==> config.mk <==
export PLATFORM = sky130hd
export DESIGN_NAME = fetch_stage
export DESIGN_NICKNAME = d
export VERILOG_FILES = /design/src/rtl/fetch_stage.sv
export SDC_FILE = /design/constraint.sdc
export NUM_CORES = 1
export LEC_CHECK = 0
export ABC_AREA = 1
export BUFFER_PORTS_ARGS = -buffer_cell sky130_fd_sc_hd__clkbuf_2
export CAP_MARGIN = 20
export CELL_PAD_IN_SITES_DETAIL_PLACEMENT = 0
export CELL_PAD_IN_SITES_GLOBAL_PLACEMENT = 1
export CORE_ASPECT_RATIO = 1.5
export CORE_UTILIZATION = 24
export CTS_CLUSTER_DIAMETER = 100
export CTS_CLUSTER_SIZE = 20
export DETAILED_ROUTE_END_ITERATION = 10
export PLACE_DENSITY = 0.79
export SLEW_MARGIN = 25
export SYNTH_ARGS = -nofsm -noshare
export SYNTH_HDL_FRONTEND = slang
export SYNTH_SLANG_ARGS = --single-unit
==> constraint.sdc <==
create_clock -name CLK -period 1.35 [get_ports CLK]
set_input_delay 0.0675 -clock CLK [delete_from_list [all_inputs] [get_ports CLK]]
set_output_delay 0.0675 -clock CLK [all_outputs]
set_load 0.02 [all_outputs]
==> src/rtl/fetch_stage.sv <==
// Instruction-fetch front end: owns the PC, handshakes with imem via ihit, and feeds IF/ID.
// Optional FETCH_SKID_EN adds a one-entry skid buffer (HOLD state) for words returned under stall.
module fetch_stage #(
    parameter logic [31:0] PC_INIT = 32'h0000_0000,
    parameter logic [31:0] PC_STEP = 32'd4
) (
    input  logic        CLK,
    input  logic        RST,
    input  logic        ihit,
    input  logic [31:0] imemload,
    input  logic        stall,
    input  logic        redirect,
    input  logic [31:0] redirect_pc,
    input  logic        halt,
    output logic        imemREN,
    output logic [31:0] imemaddr,
    output logic [31:0] instr_out,
    output logic [31:0] pcout_out,
    output logic        enable_out,
    output logic        flush_out,
    output logic        halted
);

`ifdef FETCH_SKID_EN
    typedef enum logic [1:0] {FETCH, HOLD, HALTED} state_t;
`else
    typedef enum logic [1:0] {FETCH, HALTED} state_t;
`endif

    state_t      state_q;
    logic [31:0] pc_q;
    logic [31:0] pc_inc;
    logic [31:0] pc_tgt;

    assign pc_inc = pc_q + PC_STEP;
    assign pc_tgt = redirect_pc & 32'hFFFF_FFFC;

`ifdef FETCH_SKID_EN
    logic [31:0] skid_instr_q;
    logic [31:0] skid_pc_q;
`endif

    // Outputs are combinational so an ihit is forwarded to IF/ID in the same cycle.
    always_comb begin
        imemREN    = 1'b0;
        imemaddr   = 32'h0;
        instr_out  = 32'h0;
        pcout_out  = 32'h0;
        enable_out = 1'b0;
        flush_out  = 1'b0;
        halted     = 1'b0;
        if (!RST) begin
            imemaddr  = pc_q & 32'hFFFF_FFFC;
            instr_out = imemload;
            pcout_out = pc_inc;
            case (state_q)
                FETCH: begin
                    imemREN    = 1'b1;
                    enable_out = ihit & !stall & !redirect & !halt;
                    flush_out  = redirect & !halt;
                end
`ifdef FETCH_SKID_EN
                HOLD: begin
                    instr_out  = skid_instr_q;
                    pcout_out  = skid_pc_q;
                    enable_out = !stall & !redirect & !halt;
                    flush_out  = redirect & !halt;
                end
`endif
                HALTED: halted = 1'b1;
                default: ;
            endcase
        end
    end

    // Priority in every live state: halt, then redirect, then the fetch/stall handshake.
    always_ff @(posedge CLK) begin
        if (RST) begin
            state_q <= FETCH;
            pc_q    <= PC_INIT;
`ifdef FETCH_SKID_EN
            skid_instr_q <= 32'h0;
            skid_pc_q    <= 32'h0;
`endif
        end else begin
            case (state_q)
                FETCH: begin
                    if (halt) begin
                        state_q <= HALTED;
                    end else if (redirect) begin
                        pc_q <= pc_tgt;
                    end else if (ihit && !stall) begin
                        pc_q <= pc_inc;
                    end
`ifdef FETCH_SKID_EN
                    else if (ihit && stall) begin
                        skid_instr_q <= imemload;
                        skid_pc_q    <= pc_inc;
                        state_q      <= HOLD;
                    end
`endif
                end
`ifdef FETCH_SKID_EN
                HOLD: begin
                    if (halt) begin
                        state_q <= HALTED;
                    end else if (redirect) begin
                        pc_q    <= pc_tgt;
                        state_q <= FETCH;
                    end else if (!stall) begin
                        pc_q    <= pc_inc;
                        state_q <= FETCH;
                    end
                end
`endif
                HALTED: state_q <= HALTED;
                default: state_q <= FETCH;
            endcase
        end
    end

endmodule

After elaboration in Yosys (flattened, before gate mapping)
Cells that the tools add are included.
{"block": "op_classes", "add_sub_neg": 1, "n_mul": 0, "div_mod_pow": 0, "n_lt_le_gt_ge": 0, "eq_ne": 2, "shifts": 0, "mux": 15, "n_bitwise": 5, "n_reduce_logical": 7}
{"op": "two-way mux 32 bit", "count": 5}
{"op": "adder 32 x 3 -> 32 bit, second input constant", "count": 1}
{"op": "two-way mux 1 bit", "count": 8}
{"op": "AND 1 bit", "count": 4}
{"op": "case mux 2 bit (2 select lines)", "count": 1}
{"op": "zero test 1 bit", "count": 3}
{"op": "AND reduction 3 bit", "count": 1}
{"op": "== test 2 x 1 -> 1 bit, second input constant", "count": 1}
{"op": "zero test 2 bit", "count": 1}
{"op": "two-way mux 2 bit", "count": 1}
{"op": "!= test 2 bit, second input constant", "count": 1}
{"op": "nonzero test 2 bit", "count": 1}
{"op": "logical AND 1 bit", "count": 1}
{"op": "NOT 1 bit", "count": 1}
{"block": "totals", "reg_bits": 34, "latch_bits": 0, "ramBits": 0, "mem_bits_ro": 0, "in_bits": 70, "out_inout_bits": 100, "elab_cells": 32, "n_memories": 0}

Logic depth before layout (Yosys ltp)
Gate-level depths: netlist (run 1).
{"block": "depth", "depth_word": 6, "ltp_mapped": 10, "ltp_nobuf": 10}

Least setup slack after synthesis (run 1)
OpenSTA, ideal clock, no wires.
{"block": "synth_timing", "kind": "register to output", "start": "register pc_q[2]", "end": "output pcout_out[22]", "t_arrival_ns": 1.480, "required_time_ns": 1.283, "slack_ns": -0.197, "path_stages_with_launch": 8, "path_buffers": 0, "path_cell_list": "dfxtp_1 ha_1 nand2_1 nor2_2 nand2_2 nor2_2 nand3_1 a21oi_1"}
{"block": "synth_between", "elab_chain_len": 2}
{"item": "start, declared", "line_no": "31", "source": "logic [31:0] pc_q;"}
{"item": "start signal, assigned", "line_no": "91", "source": "pc_q <= pc_tgt;"}
{"item": "start signal, assigned", "line_no": "93", "source": "pc_q <= pc_inc;"}
{"item": "adder 32 x 3 -> 32 bit", "line_no": "35", "source": "assign pc_inc = pc_q + PC_STEP;"}
{"item": "two-way mux 32 bit", "line_no": "52", "source": "if (!RST) begin"}
{"item": "end, declared", "line_no": "18", "source": "output logic [31:0] pcout_out,"}
No other way between the ends.

Worst setup path after layout (run 1)
{"block": "layout_timing", "start": "register pc_q[3]", "end": "output pcout_out[29]"}
Same word-level chain as after synthesis.

==> results of run 1 <==
[area by class of cell]
type / count / share of cell area, %
Clock buffer: 6 / 2.54
Timing Repair Buffer: 230 / 29.7
Sequential cell: 31 / 12.2
Clock inverter: 1 / 0.0914
Inverter: 89 / 6.19
Tap cell: 150 / 3.43
Multi-Input combinational cell: 425 / 45.8
[power by group through the flow]
stage | Clock [mW] | Sequential, mW | Combinational, mW
6_report | 1.13 | 1.01 | 0.906
5_1_grt | 1.18 | 1.02 | 0.990
4_1_cts | 1.15 | 1.02 | 0.882
3_5_place_dp | 0 | 1.02 | 0.819
3_3_place_gp | 0 | 1.02 | 0.819
2_1_floorplan | 0 | 1.02 | 0.465
[per-layer routing]
metal	vias up	part of all wire, %	routed length [um]	global-route usage, %
met5	-	0	0	0
met4	0	3.8	467	8.99
met3	28	4.8	585	3.19
met2	124	57	6940	38.8
met1	1871	35	4220	17.1
li1	2104	-	-	-
[worst max-delay path, cell delays in order (launching register included)]
cell and delay, ps:
dfxtp_2 360, buf_6 120, nand2_4 50, nor2_4 110, nand2_4 140, nor2_4 170, nand3_2 120, a21oi_2 170
clkbuf_8 170
[flip-flops by register name, indices dropped and copies added, names as in the netlist]
register	flops
pc_q	30
state_q	1
[cell usage in the layout (no fill, tap or decap), types with 4 or more instances in the layout]
cell | synthesis | routed
nand2_1 | 209 | 163
clkbuf_2 | 0 | 133
inv_1 | 88 | 82
nor2_1 | 108 | 76
buf_4 | 6 | 61
nand2_2 | 4 | 42
nor2_4 | 4 | 24
nor2_2 | 7 | 19
nand3_2 | 1 | 18
dfxtp_2 | 0 | 16
nand3_1 | 33 | 15
clkbuf_8 | 0 | 15
a21oi_2 | 0 | 13
buf_6 | 0 | 12
nand2_4 | 1 | 9
dfxtp_4 | 0 | 8
xor2_2 | 0 | 7
dfxtp_1 | 31 | 7
a21oi_4 | 0 | 6
o21ai_0 | 13 | 6
clkbuf_16 | 0 | 6
inv_2 | 1 | 5
o21ai_2 | 0 | 5
a21oi_1 | 24 | 5
buf_12 | 0 | 5
o21ai_1 | 5 | 4
conb_1 | 1 | 4
[worst paths after layout]
| check | from | end | slack, ps | cells after the start |
|---|---|---|---|---|
| worst max-delay path | pc_q[3] | pcout_out[29] | -420 | 8 |
| worst max register to register | pc_q[3] | pc_q[23] | -160 | 11 |
| worst min register to register | state_q[0] | state_q[0] | 510 | 2 |
| worst min-delay path | redirect_pc[31] | pc_q[31] | 70 | 5 |
[through the flow]
stage | instances | setup WS (ps) | total power, mW | TNS, ps
final | 932 | -419 | 3.05 | -9850
after floorplan | 570 | -21.4 | 1.48 | -21.4
after global routing | 932 | -473 | 3.19 | -13430
after CTS | 925 | -407 | 3.05 | -9940
after detailed placement | 912 | -234 | 1.84 | -5620
after global placement | 912 | -252 | 1.84 | -5440
[timing repair]
item / in CTS / in global routing
pin swaps: 36 / 35
setup buffers: 6 / 7
gates cloned: 0 / 1
hold buffers: 0 / 0
resized for setup: 170 / 90
hold endpoints to repair: 0 / 0
setup endpoints to repair: 50 / 56
[cells by family after synthesis]
| logic type | Yosys count | synth area share, % |
|---|---|---|
| compound gates | 43 | 7.53 |
| fa+ha+maj | 1 | 0.433 |
| flops | 31 | 21.5 |
| other cells | 1 | 0.130 |
| xor+xnor | 9 | 2.73 |
| simple gates | 368 | 51.9 |
| buf+inv | 114 | 15.8 |
==> metrics.md, run 1 <==
| Metric | Value |
|---|---|
| Run status | finished with violations |
| Failing checks | negative setup slack |
| CTS tree | done |
| Area taken by multi-input logic gates | 2510 um2 |
| Max-cap violations | 0 |
| Logic gate share of total power | 29.7% |
| Post-Syn Area | 2890 um2 |
| Drt pass-1 iters | 4 |
| CTS H-tree lvls | 2 |
| CP endpoint kind | primary output |
| Antenna violations before repair | 0 |
| Total grt overflow | 0 |
| Setup Crit Path Kind | reg2out |
| Post-DP HPWL | 9270 um |
| Post-DP Area | 4380 um2 |
| Sw frac | 32.6% |
| Fmax | 0.565 GHz |
| Nets@finish | 853 |
| Gpl congestion | 0.924 |
| IO Port Bufs | 163 |
| Most frequent cell after synthesis | nand2_1 |
| Num rows | 48 |
| Top cell type's share of synthesized area | 27.1% |
| # clock sinks | 31 |
| Clock root cell | clkbuf_16 |
| Total wire length | 12200 um |
| Max Clock Skew | 5.89 ps |
| Starting Density | 24.8% |
| Largest net degree at the start of global routing | 37 |
| Pwr dens | 557 nW/um2 |
| Final core occ | 47.0% |
| DR iter-0 viols | 85 |
| Count of cell types in the netlist | 23 |
| Worst hold slack | 69.6 ps |
| Number of antenna diodes | 0 |
| Endpoints failing hold | 0 |
| Full die area | 12500 um2 |
| Top_reg_cell synth | dfxtp_1 |
| Sequential cell area fraction in the yosys report | 21.5% |
| Deepest clock path buffer count | 2 |
| Final instance area | 5480 um2 |
| DR DRC count | 0 |
| Fillcell total | 1228 |
| Die Span X | 91.6 um |
| Final Max Slew Viols | 0 |
| Tmin final | 1770 ps |
| Total GRT Usage | 18.7% |
| Layout cells sized above 1 | 53.5% |
| Tcrit/Tclk final | 131% |
| First-pass GRT wire length | 18100 um |
| WL per Instance | 13.1 um |
| Critical Path RT | 1280 ps |
| Vias in the first global route | 3890 |
| Hold WC Path Type | in2reg |
| Yosys reg bits | 31 |
| Warnings from Yosys | 0 |
| Cell-internal power | 2.05 mW |
| Via Count | 4127 |
| Ranking of synthesized cells by area | nand2_1 27%, dfxtp_1 21%, nor2_1 14% |
| Die span in y | 136 um |
| Clock Latency Late Sink | 280 ps |
| Async set or reset register ratio after synthesis | 0% |
| Area leader, netlist | nand2_1 |
| Arrival time at the worst endpoint | 1700 ps |
| Area Overhead vs Synth | 89.4% |
| RSZ-0062 raised after global routing | true |
| Core area | 11700 um2 |
| CTS buffer count | 5 |
| FF/Latch Area | 671 um2 |
| Startpoint Class | flip-flop |
| DR vias/cell | 4.43 |
| Pleak | 2.86 nW |
| Routed Antenna Nets | 0 |
| Synthesized area per cell | 5.10 um2 |
| Seq pwr share | 33.3% |
| Maximum VDD drop | 432 uV |
| Psw | 0.996 mW |
| Ports | 170 |
| Clock slew at reported path FFs | 50 ps |
| Synth cell count leaders | 209 x nand2_1, 108 x nor2_1, 88 x inv_1, 33 x nand3_1, 31 x dfxtp_1 |
| Post-synth EDFFs | 0 |
| Final Setup Violations | 44 |
| CP max FO | 6 |
| PnR worst setup slack | -419 ps |
| Clock power frac | 37.1% |
| Synth Instances | 567 |
(Power assumes the default switching activity.)
==> run 2: changes to the inputs <==
Settings changed: PLACE_DENSITY 0.79 to default, PLACE_DENSITY_LB_ADDON from default to 0.1.
==> metrics.md, run 2 (synthesis results as in run 1) <==
| Metric | Value |
|---|---|
| Tmin final | 1770 ps |
| # hold bufs at CTS | 0 |
| Total wire length | 12100 um |
| Full die area | 12500 um2 |
| Setup Crit Path Kind | reg2out |
| Total grt overflow | 0 |
| Crit path largest cell delay | 370 ps |
| Final core occ | 46.0% |
| First-pass GRT wire length | 18400 um |
| Nets@finish | 851 |
| Total power | 3.01 mW |
| Pleak | 2.79 nW |
| WL per Instance | 12.9 um |
| Area Overhead vs Synth | 85.5% |
| Number of antenna diodes | 0 |
| Routed Antenna Nets | 0 |
| Max FFs per register | 30 |
| Critical Path RT | 1280 ps |
| Vias in the first global route | 3840 |
| Largest net degree at the start of global routing | 62 |
| Hold WC Path Type | in2reg |
| Die Span X | 91.6 um |
| Run status | finished with violations |
| CTS tree | done |
| CTS H-tree lvls | 2 |
| Failing checks | negative setup slack |
| Commonest non-fill, non-tap cell in the layout | nand2_1 |
| Arrival time at the worst endpoint | 1700 ps |
| Post-DP HPWL | 9280 um |
| Final Setup Violations | 44 |
| Via Count | 4074 |
| Fmax | 0.566 GHz |
| # clock sinks | 31 |
| Drt pass-1 iters | 4 |
| Die span in y | 136 um |
| Core area | 11700 um2 |
| Largest reg by FF count | pc_q |
| Deepest clock path buffer count | 2 |
| Max-cap violations | 0 |
| Area taken by multi-input logic gates | 2450 um2 |
| Clock slew at reported path FFs | 60 ps |
| Final cell count without fillers | 931 |
| Antenna violations before repair | 0 |
| Most frequent cells in the layout | 173 x nand2_1, 133 x clkbuf_2, 83 x inv_1 |
| Post-DP Area | 4350 um2 |
| Total GRT Usage | 19.0% |
| Worst hold slack | 67.8 ps |
| # placed instances | 910 |
| CTS buffer count | 5 |
| IO Port Bufs | 163 |
| FF/Latch Area | 668 um2 |
| DR iter-0 viols | 103 |
| Max Clock Skew | 6.34 ps |
| Pwr dens | 562 nW/um2 |
| Num rows | 48 |
| DR DRC count | 0 |
| Largest registers | pc_q x30, state_q x1 |
| Final instance area | 5370 um2 |
| Endpoints failing hold | 0 |
| Gpl congestion | 0.858 |
| CP endpoint kind | primary output |
| PnR worst setup slack | -416 ps |
| DR vias/cell | 4.38 |
| CP max FO | 4 |
| Pre-CTS setup slack | -257 ps |
| Maximum VDD drop | 425 uV |
| Clock root cell | clkbuf_16 |
| Layout cells sized above 1 | 50.8% |
| Fillcell total | 1289 |
| Final Max Slew Viols | 0 |
| Worst path slowest cell | dfxtp_4 |
| Ports | 170 |
| Clock Latency Late Sink | 280 ps |
| Worst-path cell chain | ha_4, nand3_2, nor2_4, nand2_4, nor2_1, nand2_1, a21oi_2, clkbuf_8 |
| Tcrit/Tclk final | 131% |
| Startpoint Class | flip-flop |
| Setup TNS | -10710 ps |
| RSZ-0062 raised after global routing | true |
| Starting Density | 24.8% |
run 2: cell types whose count changed in the layout (fill, tap and decap cells not counted), sizes merged:
| cell | previous run | this run |
|---|---|---|
| buf | 82 | 79 |
| clkbuf | 154 | 156 |
run 2: critical path, delay by kind of cell (launching register included):
| family | cells | cell delay (ps) |
|---|---|---|
| simple gates | 5 | 580 |
| buf+inv | 1 | 160 |
| flops | 1 | 370 |
| compound gates | 1 | 150 |
| fa+ha+maj | 1 | 150 |
run 2: path summary, 6_finish.rpt:
kind	slack (ps)	start	cells after the start	to
max reg2reg	-210	pc_q[10]	10	pc_q[22]
max	-420	pc_q[2]	8	pcout_out[20]
min	70	redirect_pc[25]	5	pc_q[25]
min reg2reg	520	state_q[0]	2	state_q[0]
run 2: cell type report:
| class | count | area share (%) |
|---|---|---|
| clock inverter | 1 | 0.0933 |
| sequential | 31 | 12.5 |
| multi-input combinational | 425 | 45.6 |
| clock buffer | 7 | 2.47 |
| tap | 150 | 3.50 |
| inverter | 89 | 6.27 |
| timing repair buffer | 228 | 29.6 |
run 2: power by group:
part	internal, mW	leakage, nW	total, mW	switching, mW
registers	0.959	0.265	1.01	0.0500
logic	0.367	2.45	0.890	0.522
clock network	0.682	0.0679	1.12	0.433
total	2.01	2.79	3.01	1.01
run 2: per-layer routing:
metal  track usage, %  wire [um]  share of wire, %  vias to the layer above
li1                 -          -                 -                     2099
met1             19.8       4480                37                     1848
met2             37.3       6760                56                      111
met3             2.74        464               3.8                       16
met4             7.94        353               2.9                        0
met5                0          0                 0                        -
run 2: repair_timing:
action	4_1_cts	5_1_grt
endpoints found under the hold margin	0	0
setup endpoints to repair	54	56
pin swaps	40	45
gates resized for setup	145	92
setup buffers	5	8
gates cloned	0	0
==> run 3: changes to the inputs <==
Settings changed: PLACE_DENSITY from default to 0.81, PLACE_DENSITY_LB_ADDON 0.1 to default, TNS_END_PERCENT from default to 20.
==> metrics.md, run 3 (synthesis results as in run 1) <==
| Metric | Value |
|---|---|
| Routed Antenna Nets | 0 |
| DR vias/cell | 4.36 |
| Area Overhead vs Synth | 75.9% |
| Drt pass-1 iters | 4 |
| Total wire length | 11400 um |
| Startpoint Class | flip-flop |
| Crit path launch | pc_q[2] |
| Worst-path cell chain | ha_4, nand2_4, nor2_4, nand2_4, nor2_4, nand2_2, a21oi_2, clkbuf_8 |
| Total grt overflow | 0 |
| Max Clock Skew | 8.53 ps |
| Arrival time at the worst endpoint | 1700 ps |
| Failing checks | negative setup slack |
| Full die area | 12500 um2 |
| Family with the most delay on the worst path | simple AND/OR/NAND/NOR gates |
| Gpl congestion | 0.917 |
| Reg-to-reg critical path startpoint | pc_q[2] |
| Tcrit/Tclk final | 131% |
| Source of the worst hold timing path | redirect_pc[31] |
| Num rows | 48 |
| Starting Density | 24.8% |
| Pleak | 2.69 nW |
| Ports | 170 |
| Via Count | 4027 |
| Post-DP Area | 4310 um2 |
| CP max FO | 6 |
| Clock slew at reported path FFs | 60 ps |
| Fmax | 0.567 GHz |
| Final core occ | 43.7% |
| WHS Endpoint | pc_q[31] |
| Post-DP HPWL | 9100 um |
| DR DRC count | 0 |
| # hold bufs at CTS | 0 |
| Max-cap violations | 0 |
| Final instance area | 5090 um2 |
| DR iter-0 viols | 129 |
| Max FFs per register | 30 |
| R2r endpoint | pc_q[30] |
| Total GRT Usage | 18.0% |
| CP endpoint kind | primary output |
| PnR worst setup slack | -414 ps |
| # clock sinks | 31 |
| Hold WC Path Type | in2reg |
| Final Max Slew Viols | 0 |
| Clock root cell | clkbuf_16 |
| Total power | 3.22 mW |
| Maximum VDD drop | 368 uV |
| Setup Crit Path Kind | reg2out |
| Number of antenna diodes | 0 |
| First-pass GRT wire length | 17500 um |
| Clock Latency Late Sink | 280 ps |
| Largest net degree at the start of global routing | 55 |
| Die Span X | 91.6 um |
| WL per Instance | 12.3 um |
| Vias in the first global route | 3778 |
| Most frequent cells in the layout | 188 x nand2_1, 131 x clkbuf_2, 85 x inv_1 |
| Worst Hold Depth | 5 |
| IO Port Bufs | 163 |
| Tmin final | 1760 ps |
| Antenna violations before repair | 0 |
| Core area | 11700 um2 |
| Critical Path RT | 1280 ps |
| CTS tree | done |
| Largest reg by FF count | pc_q |
| CTS buffer count | 5 |
| Nets@finish | 844 |
| Largest registers | pc_q x30, state_q x1 |
| Endpoints failing hold | 0 |
| Crit path largest cell delay | 360 ps |
| Layout cells sized above 1 | 45.1% |
| Final Setup Violations | 46 |
| RSZ-0062 raised after global routing | true |
| Worst path slowest cell | dfxtp_2 |
| Deepest clock path buffer count | 2 |
| Die span in y | 136 um |
| R2R depth | 10 |
| Pwr dens | 634 nW/um2 |
| CP Buf/Inv Count | 1 |
| CTS H-tree lvls | 2 |
| Commonest non-fill, non-tap cell in the layout | nand2_1 |
| R2R setup slack | -110 ps |
| Run status | finished with violations |
==> run 3: how the worst max path moves through the flow <==
stage	end	cells after the start
2_1_floorplan	pc_q[28]	10
3_3_place_gp	pcout_out[27]	7
3_5_place_dp	pcout_out[27]	7
4_1_cts	pcout_out[30]	8
5_1_grt	pcout_out[23]	8
6_report	pcout_out[14]	8
==> run 3: what timing repair did <==
action / CTS / global route
pin swaps: 27 / 29
endpoints found under the hold margin: 0 / 0
setup buffers: 4 / 1
endpoints found under the setup margin: 50 / 56
resized for setup: 123 / 52
==> run 3: worst min-delay path, stage by stage <==
cell and delay, ps:
clkbuf_2 80, nand2_1 40, nand2_1 50, nand2_1 50
nand2_1 40
==> run 3: power by group <==
| part | internal [mW] | switching, mW | leakage (nW) | total, mW |
|---|---|---|---|---|
| clock network | 0.917 | 0.434 | 0.0868 | 1.35 |
| registers | 0.963 | 0.0435 | 0.257 | 1.01 |
| logic | 0.356 | 0.510 | 2.35 | 0.866 |
==> run 3: cell type report <==
type	instances	area, um2
Clock inverter	2	35.0
Inverter	89	334
Sequential cell	31	633
Timing Repair Buffer	221	1490
Clock buffer	6	139
Fill cell	1302	6570
Tap cell	150	188
Multi-Input combinational cell	425	2270
==> run 3: per-stage QoR <==
stage                     hold WS (ps)  setup slack, ps  TNS, ps  cells
after floorplan                    250            -40.4     -326    570
after global routing              88.5             -486   -14630    924
after global placement             354             -256    -5390    911
after CTS                         77.2             -449   -10800    923
after detailed placement           352             -246    -5610    911
final                             72.9             -414   -10530    924
==> run 3: per-layer routing <==
metal	GRT usage (%)	part of all wire [%]	vias up
met5	0	0	-
met4	6.44	2.6	0
met3	3.02	5.3	21
met2	37.9	57	135
met1	16.8	35	1791
li1	-	-	2080
